File: config.mk
export PLATFORM = sky130hd
export DESIGN_NAME = local_inject_unit_flat
export DESIGN_NICKNAME = d
export VERILOG_FILES = /design/src/rtl/local_inject_if.sv /design/src/rtl/local_inject_unit.sv /design/src/flat_wrapper.sv
export SDC_FILE = /design/constraint.sdc
export NUM_CORES = 1
export LEC_CHECK = 0
export ABC_AREA = 1
export BUFFER_PORTS_ARGS = -buffer_cell sky130_fd_sc_hd__buf_2
export CAP_MARGIN = 10
export CELL_PAD_IN_SITES_DETAIL_PLACEMENT = 0
export CELL_PAD_IN_SITES_GLOBAL_PLACEMENT = 2
export CORE_MARGIN = 4
export CORE_UTILIZATION = 23
export CTS_BUF_LIST = sky130_fd_sc_hd__clkbuf_4 sky130_fd_sc_hd__clkbuf_8
export CTS_CLUSTER_SIZE = 30
export DETAILED_ROUTE_END_ITERATION = 8
export MAX_ROUTING_LAYER = met4
export PLACE_DENSITY_LB_ADDON = 0.1
export REMOVE_ABC_BUFFERS = 1
export SYNTH_ARGS = -nofsm -noshare
export SYNTH_HDL_FRONTEND = slang
export SYNTH_SLANG_ARGS = --single-unit
File: constraint.sdc
create_clock -name clk -period 2 [get_ports clk]
set_clock_uncertainty 0.2 [all_clocks]
set_input_delay 0.4 -clock clk [delete_from_list [all_inputs] [get_ports clk]]
set_output_delay 0.4 -clock clk [all_outputs]
set_load 0.1 [all_outputs]
File: src/rtl/local_inject_if.sv
// Local-port injection bus between the traffic source and the router's local input.
// The master side is the injecting endpoint; the slave side is the router/bench.
interface local_inject_if #(
    parameter int DataWidth = 256
) ();
    logic                 start;
    logic                 InjectSlotAvail_local;
    logic [DataWidth-1:0] inject_local;
    logic                 inject_receive_local;
    logic                 busy;
    logic                 done;
    logic [15:0]          sent_count;

    modport master (
        input  start,
        input  InjectSlotAvail_local,
        output inject_local,
        output inject_receive_local,
        output busy,
        output done,
        output sent_count
    );

    modport slave (
        output start,
        output InjectSlotAvail_local,
        input  inject_local,
        input  inject_receive_local,
        input  busy,
        input  done,
        input  sent_count
    );
endinterface

File: src/rtl/local_inject_unit.sv
// Traffic source on the router local port: after start, injects PacketCount packets
// from node (X,Y,Z), each gated by the router's local slot-available credit.
module local_inject_unit #(
    parameter logic [3:0]             X           = 4'd0,
    parameter logic [3:0]             Y           = 4'd0,
    parameter logic [3:0]             Z           = 4'd0,
    parameter int                     PacketCount = 256,
    parameter int                     DataWidth   = 256,
    parameter logic [31:0]            PcktType    = 32'd0,
    parameter int                     IndexPos    = 128,
    parameter int                     IndexWidth  = 16,
    parameter int                     WeightPos   = 144,
    parameter int                     WeightWidth = 8,
    parameter logic [WeightWidth-1:0] LogWeight   = '0,
    parameter int                     StartDelay  = 0,
    parameter int                     InjectGap   = 0
) (
    input  logic           clk,
    input  logic           rst,
    local_inject_if.master bus
);

    typedef enum logic [2:0] {
        S_IDLE,
        S_DELAY,
        S_SEND,
        S_GAP,
        S_LAST,
        S_DONE
    } state_t;

    localparam logic [15:0] LastSeq   = 16'(PacketCount - 1);
    localparam logic [31:0] DelayLoad = 32'(StartDelay - 1);
    localparam logic [31:0] GapLoad   = 32'(InjectGap - 1);

    state_t      state;
    logic [31:0] wait_cnt;

    function automatic logic [DataWidth-1:0] build_packet(input logic [15:0] seq);
        logic [DataWidth-1:0] pkt;
        pkt                           = '0;
        pkt[DataWidth-1]              = 1'b1;
        pkt[WeightPos +: WeightWidth] = LogWeight;
        pkt[IndexPos +: IndexWidth]   = IndexWidth'(seq);
        pkt[127:96]                   = PcktType;
        pkt[95:64]                    = {28'b0, Z};
        pkt[63:32]                    = {28'b0, Y};
        pkt[31:0]                     = {28'b0, X};
        return pkt;
    endfunction

    always_ff @(posedge clk) begin
        if (rst) begin
            state                    <= S_IDLE;
            wait_cnt                 <= '0;
            bus.inject_local         <= '0;
            bus.inject_receive_local <= 1'b0;
            bus.busy                 <= 1'b0;
            bus.done                 <= 1'b0;
            bus.sent_count           <= '0;
        end else begin
            bus.inject_receive_local <= 1'b0;
            bus.inject_local         <= '0;

            case (state)
                S_IDLE, S_DONE: begin
                    if (bus.start) begin
                        bus.sent_count <= '0;
                        bus.done       <= 1'b0;
                        bus.busy       <= 1'b1;
                        if (StartDelay > 0) begin
                            state    <= S_DELAY;
                            wait_cnt <= DelayLoad;
                        end else begin
                            state <= S_SEND;
                        end
                    end
                end

                S_DELAY, S_GAP: begin
                    if (wait_cnt == '0) begin
                        state <= S_SEND;
                    end else begin
                        wait_cnt <= wait_cnt - 32'd1;
                    end
                end

                S_SEND: begin
                    if (bus.InjectSlotAvail_local) begin
                        bus.inject_receive_local <= 1'b1;
                        bus.inject_local         <= build_packet(bus.sent_count);
                        bus.sent_count           <= bus.sent_count + 16'd1;
                        if (bus.sent_count == LastSeq) begin
                            state <= S_LAST;
                        end else if (InjectGap > 0) begin
                            state    <= S_GAP;
                            wait_cnt <= GapLoad;
                        end
                    end
                end

                // Final strobe cycle: busy stays high so done never overlaps the last strobe.
                S_LAST: begin
                    bus.busy <= 1'b0;
                    bus.done <= 1'b1;
                    state    <= S_DONE;
                end

                default: begin
                    state <= S_IDLE;
                end
            endcase
        end
    end

endmodule

File: src/flat_wrapper.sv
// flat-port wrapper written by rule: the top's interface ports become plain ports
module local_inject_unit_flat 
#(
    parameter logic [3:0]             X           = 4'd0,
    parameter logic [3:0]             Y           = 4'd0,
    parameter logic [3:0]             Z           = 4'd0,
    parameter int                     PacketCount = 256,
    parameter int                     DataWidth   = 256,
    parameter logic [31:0]            PcktType    = 32'd0,
    parameter int                     IndexPos    = 128,
    parameter int                     IndexWidth  = 16,
    parameter int                     WeightPos   = 144,
    parameter int                     WeightWidth = 8,
    parameter logic [WeightWidth-1:0] LogWeight   = '0,
    parameter int                     StartDelay  = 0,
    parameter int                     InjectGap   = 0
)
  (clk, rst, bus_start, bus_InjectSlotAvail_local, bus_inject_local, bus_inject_receive_local, bus_busy, bus_done, bus_sent_count);
  local_inject_if #(.DataWidth(DataWidth)) bus_i ();
  input  logic clk;
  input  logic rst;
  input wire logic [$bits(bus_i.start)-1:0] bus_start;
  input wire logic [$bits(bus_i.InjectSlotAvail_local)-1:0] bus_InjectSlotAvail_local;
  output wire logic [$bits(bus_i.inject_local)-1:0] bus_inject_local;
  output wire logic [$bits(bus_i.inject_receive_local)-1:0] bus_inject_receive_local;
  output wire logic [$bits(bus_i.busy)-1:0] bus_busy;
  output wire logic [$bits(bus_i.done)-1:0] bus_done;
  output wire logic [$bits(bus_i.sent_count)-1:0] bus_sent_count;
  assign bus_i.start = bus_start;
  assign bus_i.InjectSlotAvail_local = bus_InjectSlotAvail_local;
  assign bus_inject_local = bus_i.inject_local;
  assign bus_inject_receive_local = bus_i.inject_receive_local;
  assign bus_busy = bus_i.busy;
  assign bus_done = bus_i.done;
  assign bus_sent_count = bus_i.sent_count;
  local_inject_unit #(.X(X), .Y(Y), .Z(Z), .PacketCount(PacketCount), .DataWidth(DataWidth), .PcktType(PcktType), .IndexPos(IndexPos), .IndexWidth(IndexWidth), .WeightPos(WeightPos), .WeightWidth(WeightWidth), .LogWeight(LogWeight), .StartDelay(StartDelay), .InjectGap(InjectGap)) u_core (.clk(clk), .rst(rst), .bus(bus_i));
endmodule
==> impl_metrics.py <==
metrics = {
    "sta": {
        "setup_viol": 0,
        "rsz0062_at_grt": "no",
        "slew_violations": 0,
        "fin_crit_ns": 1.884,
        "hold_violations": 0,
        "fin_crit_sh": 0.9420,
        "fmaxAchievable_mhz": 530.8,
    },
    "die": {
        "die_x_um": 160.4,
        "io_pins": 279,
        "initial_core_util": 0.2347,
        "core_mm2": 0.02278,
        "die_y_um": 160.4,
        "placementRows": 55,
        "die-area_mm2": 0.02574,
    },
    "grt": {
        "antenna_found_initial": 0,
        "grt_start_max_net_pins": 23,
        "grt_use_total": 0.1099,
        "grt_overflow": 0,
        "grt_pass1_vias": 3963,
        "grt_pass1_wl_mm": 21.82,
    },
    "synth": {
        "ys_seq_elements": 70,
        "ys_top_cells_by_area": "buf_4 (34%), dfxtp_1 (26%), nand2_1 (12%)",
        "synth_compound_area_frac": 0.07420,
        "synth.distinct_cells": 26,
        "synth_mux_area_frac": 0,
        "syn_area_mm2": 0.005345,
        "seq_area_frac_synth": 0.2622,
        "synth_top_family_by_area": "buffers and inverters",
        "synthAdderAreaFrac": 0.004682,
        "synth-xor-area-share": 0.01802,
        "synthDominantCellAreaShare": 0.3385,
        "syn-instance-count": 798,
        "synthSimpleGateAreaFrac": 0.2488,
        "syn_area_per_cell_um2": 6.698,
        "ys_warn_count": 0,
        "yosysTopAreaCell": "buf_4",
    },
    "outcome": {
        "status": "finished clean",
    },
    "routing": {
        "firstDrtPassIters": 6,
        "route.detailed.drc": 0,
        "routed_via_density": 3.476,
        "drt_iter0_drc": 171,
        "wl_per_cell_um": 12.16,
        "dr_total_vias": 4154,
        "finalWirelength_mm": 14.54,
        "antenna_left": 0,
    },
    "clock_tree": {
        "numCtsBuffers": 9,
        "cts-htree-levels": 3,
        "postCtsHoldBufs": 0,
        "insertion_delay_ns": 0.37,
        "clkTransAtPathRegs_ns": 0.08,
        "cts_root_buf": "clkbuf_8",
        "cts_buffer_depth": 2,
        "cts_tree": "built",
        "cts.sinks": 70,
    },
    "setup_path": {
        "timing.rr.end": "u_core.state[0]",
        "r2r_cells": 11,
        "cp.required_ns": 1.40,
        "worstReg2RegStart": "u_core.wait_cnt[10]",
        "criticalPathCategory": "register to primary output",
        "cp-end-kind": "primary output",
        "startpoint_type": "register",
        "crit_arrival_ns": 1.28,
        "r2r_setup_slack_ns": 0.16,
        "critPathMaxFanout": 4,
    },
    "min_path": {
        "holdCritStartpoint": "bus_start",
        "hold_path_class": "primary input to register",
        "holdPathStages": 4,
        "hold_end": "u_core.state[2]",
    },
    "cells_and_area": {
        "drive_gt1_frac": 0.1406,
        "seq_area_mm2": 0.001401,
        "multiInputGateArea_mm2": 0.002804,
        "num_antenna_cells": 0,
        "final_util": 0.2472,
        "area_growth_pct": 5.337,
        "most-common-layout-cells": "conb_1 (239), nand2_1 (175), nor2_1 (96), dfxtp_1 (70), inv_1 (57)",
        "final_common_cell": "conb_1",
        "nFillCells": 2640,
        "fin_nets": 883,
    },
    "place": {
        "place.gp.congestion": 0.7801,
        "hpwl_mm": 11.51,
        "io_buffers": 39,
    },
    "flow_run": {
        "drv_cap": 0,
    },
}
## cells in the mapped netlist, drive strengths merged
master,n
nand4,9
o21bai,1
nor3b,1
a21oi,48
nor2,111
dfxtp,70
nand3,22
inv,57
nand2,180
a211oi,2
o31ai,2
o21ai,20
xor2,3
or2,1
conb,1
ha,2
xnor2,8
nor3,7
clkbuf,4
o211ai,1
buf,248
## timing repair
item | CTS | global route
gates cloned | 0 | 2
pin swaps | 0 | 2
buffers inserted | 0 | 1
gates resized for setup | 1 | 23
endpoints found under the setup margin | 1 | 49
## layout make-up
cell class              count  share of cell area
multi-input cells         657              0.4980
flip-flops and latches     70              0.2489
repair buffers             82              0.1076
well taps                 313             0.06956
inverters                  57             0.03800
clock buffers              12             0.02822
clock inverters             4            0.009778
## through the flow
step | hold slack, ns | instances | worst slack [ns] | setup TNS [ns] | area, µm²
floorplan | 0.2527 | 784 | -0.5067 | -7.437 | 4360
global placement | 0.2584 | 1176 | 0.002693 | 0 | 5273
detailed placement | 0.2531 | 1176 | 0.02646 | 0 | 5273
CTS | 0.1436 | 1192 | 0.003253 | 0 | 5489
global route | 0.1777 | 1195 | 0.0001534 | 0 | 5630
finish | 0.1939 | 1195 | 0.1160 | 0 | 5630
## critical path, stage by stage (launching register included)
cell and delay, ns:
dfxtp_1 0.36, buf_4 0.14, buf_2 0.42
## layer usage
layer,vias to the layer above,part of all wire,GRT usage
met4,0,0.0099,0.02307
met2,121,0.51,0.1921
li1,2146,-,-
met5,-,0,-
met1,1877,0.43,0.1274
met3,10,0.046,0.02823
## kinds of logic after synthesis
logic type | after synthesis
adders and majority gates | 2
other | 1
buffers and inverters | 309
and+or+nand+nor | 331
xor gates and xnor gates | 11
AOI/OAI and AO/OA | 74
DFF | 70
## flip-flops by register name, summed over array words and instances, names as in the netlist
signal                   flops
u_core.wait_cnt             32
u_core.bus.inject_local     17
u_core.bus.sent_count       16
u_core.state                 3
u_core.bus.busy              1
u_core.bus.done              1
## worst max path at each step
stage	startpoint	end	slack (ns)	cells past startpoint
2_1_floorplan	u_core.bus.sent_count[0]	u_core.state[1]	-0.51	10
3_5_place_dp	u_core.bus.sent_count[0]	u_core.bus.sent_count[10]	0.03	8
3_3_place_gp	u_core.bus.sent_count[0]	u_core.bus.sent_count[10]	0.003	8
5_1_grt	u_core.wait_cnt[0]	u_core.wait_cnt[16]	0.0002	10
4_1_cts	u_core.bus.sent_count[0]	u_core.bus.sent_count[10]	0.003	8
6_report	u_core.bus.sent_count[2]	bus_sent_count[2]	0.12	2
Power is left out: the tool's default activity adds up to more than one toggle a clock period on the data nets, which glitch-free logic cannot reach.
